**src/rtl/rr_arbiter_4.sv**
```systemverilog
// rr_arbiter_4: 4-way round-robin arbiter with held, registered one-hot grant.
// Define ARB_HOLD_LIMIT_EN to cap tenure at HOLD_MAX cycles when others wait.
module rr_arbiter_4 #(
    parameter int HOLD_MAX = 8,
    parameter int CNT_W    = 4
) (
    input  logic       clk,
    input  logic       rst_n,
    input  logic [3:0] req,
    output logic [3:0] gnt,
    output logic [1:0] gnt_idx,
    output logic       gnt_valid
);

    typedef enum logic {
        IDLE  = 1'b0,
        GRANT = 1'b1
    } state_t;

    state_t     state, nxt_state;
    logic [1:0] idx_q, nxt_idx;
    logic [1:0] last_idx, nxt_last;
    logic [2:0] srch;

    // Reject configurations whose counter cannot reach the limit
    if (HOLD_MAX < 2 || (2 ** CNT_W) <= HOLD_MAX) begin : g_bad_cfg
        $error("rr_arbiter_4: need HOLD_MAX>=2 and 2**CNT_W>HOLD_MAX");
    end

    // First set bit scanning base+1 .. base+4; returns {hit, index}
    function automatic logic [2:0] pick(input logic [1:0] base,
                                        input logic [3:0] r);
        logic [2:0] res;
        logic [1:0] j;
        res = 3'b000;
        for (int k = 4; k >= 1; k--) begin
            j = base + 2'(k);
            if (r[j]) res = {1'b1, j};
        end
        return res;
    endfunction

`ifdef ARB_HOLD_LIMIT_EN
    logic [CNT_W-1:0] hold_cnt, nxt_cnt;
    logic [3:0]       others;
    logic             at_limit;

    assign others   = req & ~(4'b0001 << idx_q);
    assign at_limit = (hold_cnt == CNT_W'(HOLD_MAX - 1));

    // Tenure counter register
    always_ff @(posedge clk or negedge rst_n) begin
        if (!rst_n) hold_cnt <= '0;
        else        hold_cnt <= nxt_cnt;
    end
`endif

    // State, owner and rotation pointer registers
    always_ff @(posedge clk or negedge rst_n) begin
        if (!rst_n) begin
            state    <= IDLE;
            idx_q    <= 2'd0;
            last_idx <= 2'd3;
        end else begin
            state    <= nxt_state;
            idx_q    <= nxt_idx;
            last_idx <= nxt_last;
        end
    end

    // Next-state: grant on request, hand over on release or forced rotation
    always_comb begin
        nxt_state = state;
        nxt_idx   = idx_q;
        nxt_last  = last_idx;
        srch      = 3'b000;
`ifdef ARB_HOLD_LIMIT_EN
        nxt_cnt   = hold_cnt;
`endif
        unique case (state)
            IDLE: begin
                srch = pick(last_idx, req);
                if (srch[2]) begin
                    nxt_state = GRANT;
                    nxt_idx   = srch[1:0];
                    nxt_last  = srch[1:0];
`ifdef ARB_HOLD_LIMIT_EN
                    nxt_cnt   = '0;
`endif
                end
            end
            GRANT: begin
                if (!req[idx_q]) begin
                    srch = pick(idx_q, req);
                    if (srch[2]) begin
                        nxt_idx  = srch[1:0];
                        nxt_last = srch[1:0];
                    end else begin
                        nxt_state = IDLE;
                        nxt_idx   = 2'd0;
                    end
`ifdef ARB_HOLD_LIMIT_EN
                    nxt_cnt = '0;
                end else if (at_limit && |others) begin
                    srch     = pick(idx_q, others);
                    nxt_idx  = srch[1:0];
                    nxt_last = srch[1:0];
                    nxt_cnt  = '0;
                end else if (!at_limit) begin
                    nxt_cnt = hold_cnt + CNT_W'(1);
`endif
                end
            end
            default: begin
                nxt_state = IDLE;
                nxt_idx   = 2'd0;
            end
        endcase
    end

    assign gnt_valid = (state == GRANT);
    assign gnt_idx   = gnt_valid ? idx_q : 2'd0;
    assign gnt       = gnt_valid ? (4'b0001 << idx_q) : 4'b0000;

endmodule

```
**config.mk**
```make
export PLATFORM = sky130hd
export DESIGN_NAME = rr_arbiter_4
export DESIGN_NICKNAME = d
export VERILOG_FILES = /design/src/rtl/rr_arbiter_4.sv
export SDC_FILE = /design/constraint.sdc
export NUM_CORES = 1
export LEC_CHECK = 0
export CORE_MARGIN = 8
export CORE_UTILIZATION = 48
export CTS_BUF_LIST = sky130_fd_sc_hd__clkbuf_2 sky130_fd_sc_hd__clkbuf_4 sky130_fd_sc_hd__clkbuf_8
export CTS_CLUSTER_DIAMETER = 80
export CTS_CLUSTER_SIZE = 28
export DETAILED_ROUTE_END_ITERATION = 6
export PLACE_DENSITY_LB_ADDON = 0.08
export SLEW_MARGIN = 20
export SYNTH_ARGS = -nofsm -noshare
export SYNTH_HDL_FRONTEND = slang
export SYNTH_SLANG_ARGS = --single-unit
```
**constraint.sdc**
```tcl
create_clock -name clk -period 2.1 [get_ports clk]
set_input_delay 0.42 -clock clk [delete_from_list [all_inputs] [get_ports clk]]
set_output_delay 0.42 -clock clk [all_outputs]
set_load 0.01 [all_outputs]
```
==> out/metrics.cfg, run 1 <==
[route]
drc = 0
drtPass1Iterations = 4
wl_per_cell_um = 16.3
totalWireLength_um = 1970
drt_iter0_drc = 7
viasPerCell = 5.92
ant_nets = 0
dr_total_vias = 716

[min_path]
hold_path_class = input pin to asynchronous set/reset pin

[floorplanning]
die_h_um = 54.8
fp-row-count = 14
pin_count = 13
die_area_mm2 = 0.00300
core_mm2 = 0.00145
initial_core_util_pct = 49.6
dieWidth_um = 54.8

[grt]
grt-ovfl-total = 0
grt_max_degree = 12
grt_pass1_wl_um = 3280
antenna_found_initial = 0
first_global_vias = 709
track_usage_pct = 14.7

[synthesis]
ys.warnings.count = 0
synth_top_area_cell = dfrtp_1
syn_area_um2 = 721
synth_fp_nets = 88
postSynthAreaPerCell_um2 = 9.24
synth_edf_count = 0
seq_area_frac_synth_pct = 17.7
synth_common_cells = 6 x and2_1, 6 x inv_1
synthArstFlopShare_pct = 100
yosys-top-cells-area = dfrtp_1 10%, dfstp_2 7.3%, ha_1 6.9%
yosysUniqueCellTypes = 44
synth_cells = 78
ys.flop_type = dfrtp_1
synth_top_area_share_pct = 10.4
synth.ff_latch_count = 5

[layout]
antenna_cells = 0
synthToLayoutAreaGrowth_pct = 38.2
fin_nets = 116
final_area_um2 = 996
drive_gt1_share_pct = 37.1
finish.utilization_pct = 68.5

[clocking]
clk_latency_ns = 0.24
htreeDepth = 1
ctsHoldBuffers = 0
clk_pin_slew_ns = 0.05
clock_sinks = 5
post_cts_buffers = 0
clock-root-buffer = clkbuf_4
cts_buffer_depth = 2
cts_buffers = 3
cts_tree = yes

[power]
p_leak_nw = 0.461
total_power_mw = 1.25
powerDensity_mw_per_mm2 = 1260
ir_drop_mv = 0.567

[critical_path]
startpoint_type = register
critical_path_arrival_ns = 1.60
crit_fanout = 10
crit_type = register to primary output
critPathCaptureType = primary output
critPathTopFamily = buffers and inverters
crit_path_top_delay_cell = clkdlybuf4s50_1
slowest_delay_ns = 0.47
path_buf_inv = 2
path_cells = buf_4 > ha_1 > and2_1 > clkdlybuf4s50_1
critPathRequiredTime_ns = 1.68

[sta]
worstMarginPinSlew_ns = 0.358
fin_worst_skew_ns = 0.00467
min_period_ns = 2.02
rsz0062_at_grt = no
timing.slew.headroom_pct = 75.5
fmax_ghz = 0.496
slew_violations = 0
setup_violations = 0
final_hold_viol_count = 0
period_share_pct = 96.0

[run]
max_cap_viol_count = 0

[placement]
place_area_um2 = 950
place.gp.congestion = 0.822
place_hpwl_um = 1540
port_buffers = 12

[run_status]
status = finished, final reports clean

[metal layers]
layer / GRT usage, % / vias to the layer above / wire length [um]
met5: 0 / - / 0
met4: 4.92 / 0 / 0
met3: 1.90 / 0 / 78
met2: 24.5 / 12 / 995
met1: 18.8 / 353 / 896
li1: - / 351 / -
[cell usage in the layout, fill, tap and decap left out, types with 2 or more instances in the layout]
cell and n:
and2_1 6, inv_1 6, clkdlybuf4s50_1 9, mux4_2 2
nor2_1 2, buf_4 20, a31oi_1 2, dfrtp_1 3
dlymetal6s2s_1 2, clkbuf_4 4, ha_1 4, dfstp_2 2
o2bb2ai_1 2, mux2i_1 4, a21oi_1 3, nand2_1 4
[cell type report]
| cell class | instances | area (um^2) |
|---|---|---|
| fillers | 126 | 458 |
| clock buffers | 4 | 30.0 |
| repair buffers | 32 | 274 |
| multi-input cells | 58 | 522 |
| flip-flops and latches | 5 | 128 |
| well taps | 16 | 20.0 |
| inverters | 6 | 22.5 |
[per-stage QoR]
| step | setup WS (ns) | hold WS (ns) | std cells | setup TNS [ns] |
|---|---|---|---|---|
| 3_3_place_gp | -0.235 | 0.652 | 117 | -0.775 |
| 4_1_cts | 0.00143 | 0.400 | 121 | 0 |
| 6_report | 0.0849 | 0.397 | 121 | 0 |
| 5_1_grt | 0.0138 | 0.409 | 121 | 0 |
| 2_1_floorplan | 0.0995 | 0.124 | 78 | 0 |
| 3_5_place_dp | -0.292 | 0.658 | 117 | -1.02 |
[path summary, 6_finish.rpt]
| kind | start | endpoint | slack, ns | cells past startpoint |
|---|---|---|---|---|
| worst max-delay path | idx_q[0] | gnt[1] | 0.08 | 4 |
| worst min-delay path | rst_n | idx_q[1] | 0.40 | 1 |
| max in group asynchronous | rst_n | last_idx[0] | 1.45 | 1 |
| min in group clk | last_idx[1] | last_idx[1] | 0.69 | 1 |
| worst max register to register | idx_q[1] | idx_q[0] | 0.14 | 7 |
| worst min register to register | last_idx[1] | last_idx[1] | 0.69 | 1 |
[cell families after synthesis]
family	share of synthesized area, %
AOI/OAI and AO/OA	24.3
and+or+nand+nor	18.8
buffers and inverters	11.6
muxes	20.7
DFF	17.7
adders and majority gates	6.94
[sequential cells by signal, indices dropped and copies added, names as in the netlist]
| name | count |
|---|---|
| gnt_valid | 1 |
| last_idx | 2 |
| idx_q | 2 |
[where the power goes]
group	total (mW)	switching [mW]	internal, mW
logic	0.908	0.409	0.498
registers	0.219	0.0604	0.159
clock network	0.125	0.0403	0.0848
total	1.25	0.510	0.742
[worst register-to-register path, stage by stage, from the launching register on]
cell	delay, ns
dfrtp_1	0.34
inv_1	0.09
ha_1	0.35
mux4_2	0.54
o211ai_1	0.22
o311ai_2	0.13
nand3_1	0.13
o2bb2ai_1	0.07
[repair_timing]
item	CTS	global route
endpoints found under the hold margin	0	0
endpoints found under the setup margin	3	4
resized for setup	2	4
Note: power is estimated with default switching activity, not from simulation.
==> inputs of run 2 (changes only) <==
- GPL_ROUTABILITY_DRIVEN: not set -> 0
==> results of run 2 <==
The final DEF is identical to that of run 1; final timing and power are the same.
==> edit, RTL diff (flow settings as in run 1) <==
Add a define of `ARB_HOLD_LIMIT_EN`.
--- a/src/rtl/rr_arbiter_4.sv
+++ b/src/rtl/rr_arbiter_4.sv
@@ -1,5 +1,7 @@
 // rr_arbiter_4: 4-way round-robin arbiter with held, registered one-hot grant.
 // Define ARB_HOLD_LIMIT_EN to cap tenure at HOLD_MAX cycles when others wait.
+`define ARB_HOLD_LIMIT_EN
+
 module rr_arbiter_4 #(
     parameter int HOLD_MAX = 8,
     parameter int CNT_W    = 4
Behaviour: not the same (Yosys sat finds a counterexample within 10 cycles, from zero or initial values and one cycle with rst_n low).
==> edit against run 1 <==
  * Sequential cell count is 4 higher
  * Area after synthesis is 51% higher
  * Clock skew is 0.0037 ns lower
  * Wire length is 52% higher
  * Power is 51% higher
  * Design area is 42% higher
  * Setup slack worse by 0.063 ns
  * Global-route usage is 0.65 points higher
  * Largest power group unchanged
==> edit: results (changes against run 1) <==
Share of cells above drive strength 1 - 0.2963 (-0.07513)
Routability cong. - 0.9278 (+13%)
Final net count - 174 (+50%)
Regs by FF count - hold_cnt x4, idx_q x2, last_idx x2
Clock buffer count from CTS - 3 (unchanged)
Global-route wire length before repair - 5078 µm (+55%)
Sequential-to-total area share from yosys stat - 0.2087 (+0.03163)
Grt ovf - 0 (unchanged)
Detailed Place HPWL - 2292 µm (+48%)
R2R Setup Slk - 0.05 ns (-0.09 ns)
Hold WC Path Type - input port to async pin
Drt pass-1 iters - 4 (unchanged)
Largest net degree at the start of global routing - 14 (+2)
Average wire per cell in the routed design - 15.72 µm (-3.5%)
CTS clk-pin slew, worst paths - 0.06 ns
CP max stage delay - 0.60 ns (+0.13 ns)
Synth Warn # - 0 (unchanged)
Synth Net Count - 143 (+63%)
Cell Area, Placed - 1353 µm² (+42%)
DR iter-0 viols - 76 (+69)
Vias - 1107 (+55%)
VDD IR max - 0.001044 V (+84%)
Synth cell types - 56 (+27%)
Lkg Pwr - 0.6252 nW (+36%)
Ant. Diodes - 0 (unchanged)
Status - finished clean
Crit path max fanout - 6 (-4)
Worst clock skew - 0.0009469 ns (-0.003727 ns)
Tot GR Track Use - 0.1533 (+0.006524)
Initial antenna violation count - 0 (unchanged)
H-tree Lvls - 1 (unchanged)
# fillers - 194 (+54%)
Worst skew pair latency - 0.26 ns (+0.02 ns)
Area contributors post-synth - dfrtp_1 16%, ha_1 5.7%, nand2b_1 5.2%, dfstp_2 4.8%, and2_1 4.0%
PortBufs - 12 (unchanged)
Asr flop ratio synth - 1.000 (unchanged)
Root buffer cell - clkbuf_4
Post-synth top cells - 10 x nand2_1, 9 x nand2b_1, 7 x a21oi_1, 7 x and2_1, 7 x dfrtp_1
Worst path arrival time - 2.23 ns (+0.63 ns)
Clk buf depth - 2 (unchanged)
Slew HR - 0.7422 (-0.01275)
Switching Fraction - 0.4405 (+0.03301)
Worst path slowest cell - or4_4
edit: cell count changes after synthesis, sizes merged, moves of 4 or more:
cell,run 1,this run
a21oi,3,7
dfrtp,3,7
nand2b,0,10
o21ai,3,10
nor2,2,6
nand2,4,11
edit: layout make-up:
cell class / count / area share
Sequential cell: 9 / 0.1611
Tap cell: 28 / 0.02478
Inverter: 5 / 0.01327
Clock buffer: 4 / 0.02124
Multi-Input combinational cell: 109 / 0.5690
Timing Repair Buffer: 35 / 0.2106
edit: routing by layer:
metal / share of wire / vias to the layer above / track usage
met5: 0 / - / 0
met4: 0.013 / 0 / 0.05571
met3: 0.060 / 4 / 0.03534
met2: 0.48 / 41 / 0.2484
met1: 0.45 / 513 / 0.1915
li1: - / 549 / -
edit: worst paths after layout:
path                                         start                       to  cells past startpoint
max in group asynchronous                    rst_n  last_idx[1]$_DFFE_PN1P_                      1
min in group clk           last_idx[0]$_DFFE_PN1P_  last_idx[0]$_DFFE_PN1P_                      2
hold / removal                               rst_n  hold_cnt[1]$_DFFE_PN0P_                      1
setup reg to reg              idx_q[0]$_DFFE_PN0P_     idx_q[0]$_DFFE_PN0P_                      8
setup / recovery                            req[0]     idx_q[0]$_DFFE_PN0P_                      7
hold reg to reg            last_idx[0]$_DFFE_PN1P_  last_idx[0]$_DFFE_PN1P_                      2
edit: stage by stage:
step                  util  hold slack (ns)  power, mW  std cells  worst slack [ns]
finish              0.6453           0.4449      1.884        190           0.02227
global route        0.6453           0.4637      2.040        190          -0.02654
CTS                 0.6328           0.4498      1.849        190          0.005637
detailed placement  0.6174           0.5013      1.693        185           -0.2424
global placement    0.6174           0.4877      1.665        185           -0.2198
floorplan                -           0.1244      1.248        132           0.02191
edit: what timing repair did:
| action | CTS | global route |
|---|---|---|
| pin swaps | 0 | 2 |
| setup buffers | 1 | 0 |
| resized for setup | 3 | 9 |
| hold buffers | 0 | 0 |
| endpoints found under the setup margin | 3 | 6 |
| endpoints found under the hold margin | 0 | 0 |
edit: worst max-delay path, delay by kind of cell:
kind            cells  cell delay (ns)
buf+inv             1             0.54
compound gates      3             0.28
simple gates        3             0.99
edit: power groups by stage:
stage                     clock network (mW)  logic (mW)  registers, mW
after floorplan                            0       0.931          0.316
after global placement                     0        1.34          0.322
after detailed placement                   0        1.37          0.321
after CTS                              0.156        1.37          0.319
after global routing                   0.166        1.54          0.333
final                                  0.148        1.41          0.323
edit: kinds of logic (layout without fill, tap and decap cells):
group | Yosys count | count (layout) | synth area share
multiplexers | 6 | 6 | 0.06766
AO/OA/AOI/OAI | 45 | 45 | 0.3028
flip-flops | 9 | 9 | 0.2087
AND/OR/NAND/NOR | 53 | 53 | 0.2924
adder cells (fa/ha/maj) | 5 | 5 | 0.05734
buffers and inverters | 14 | 44 | 0.07109
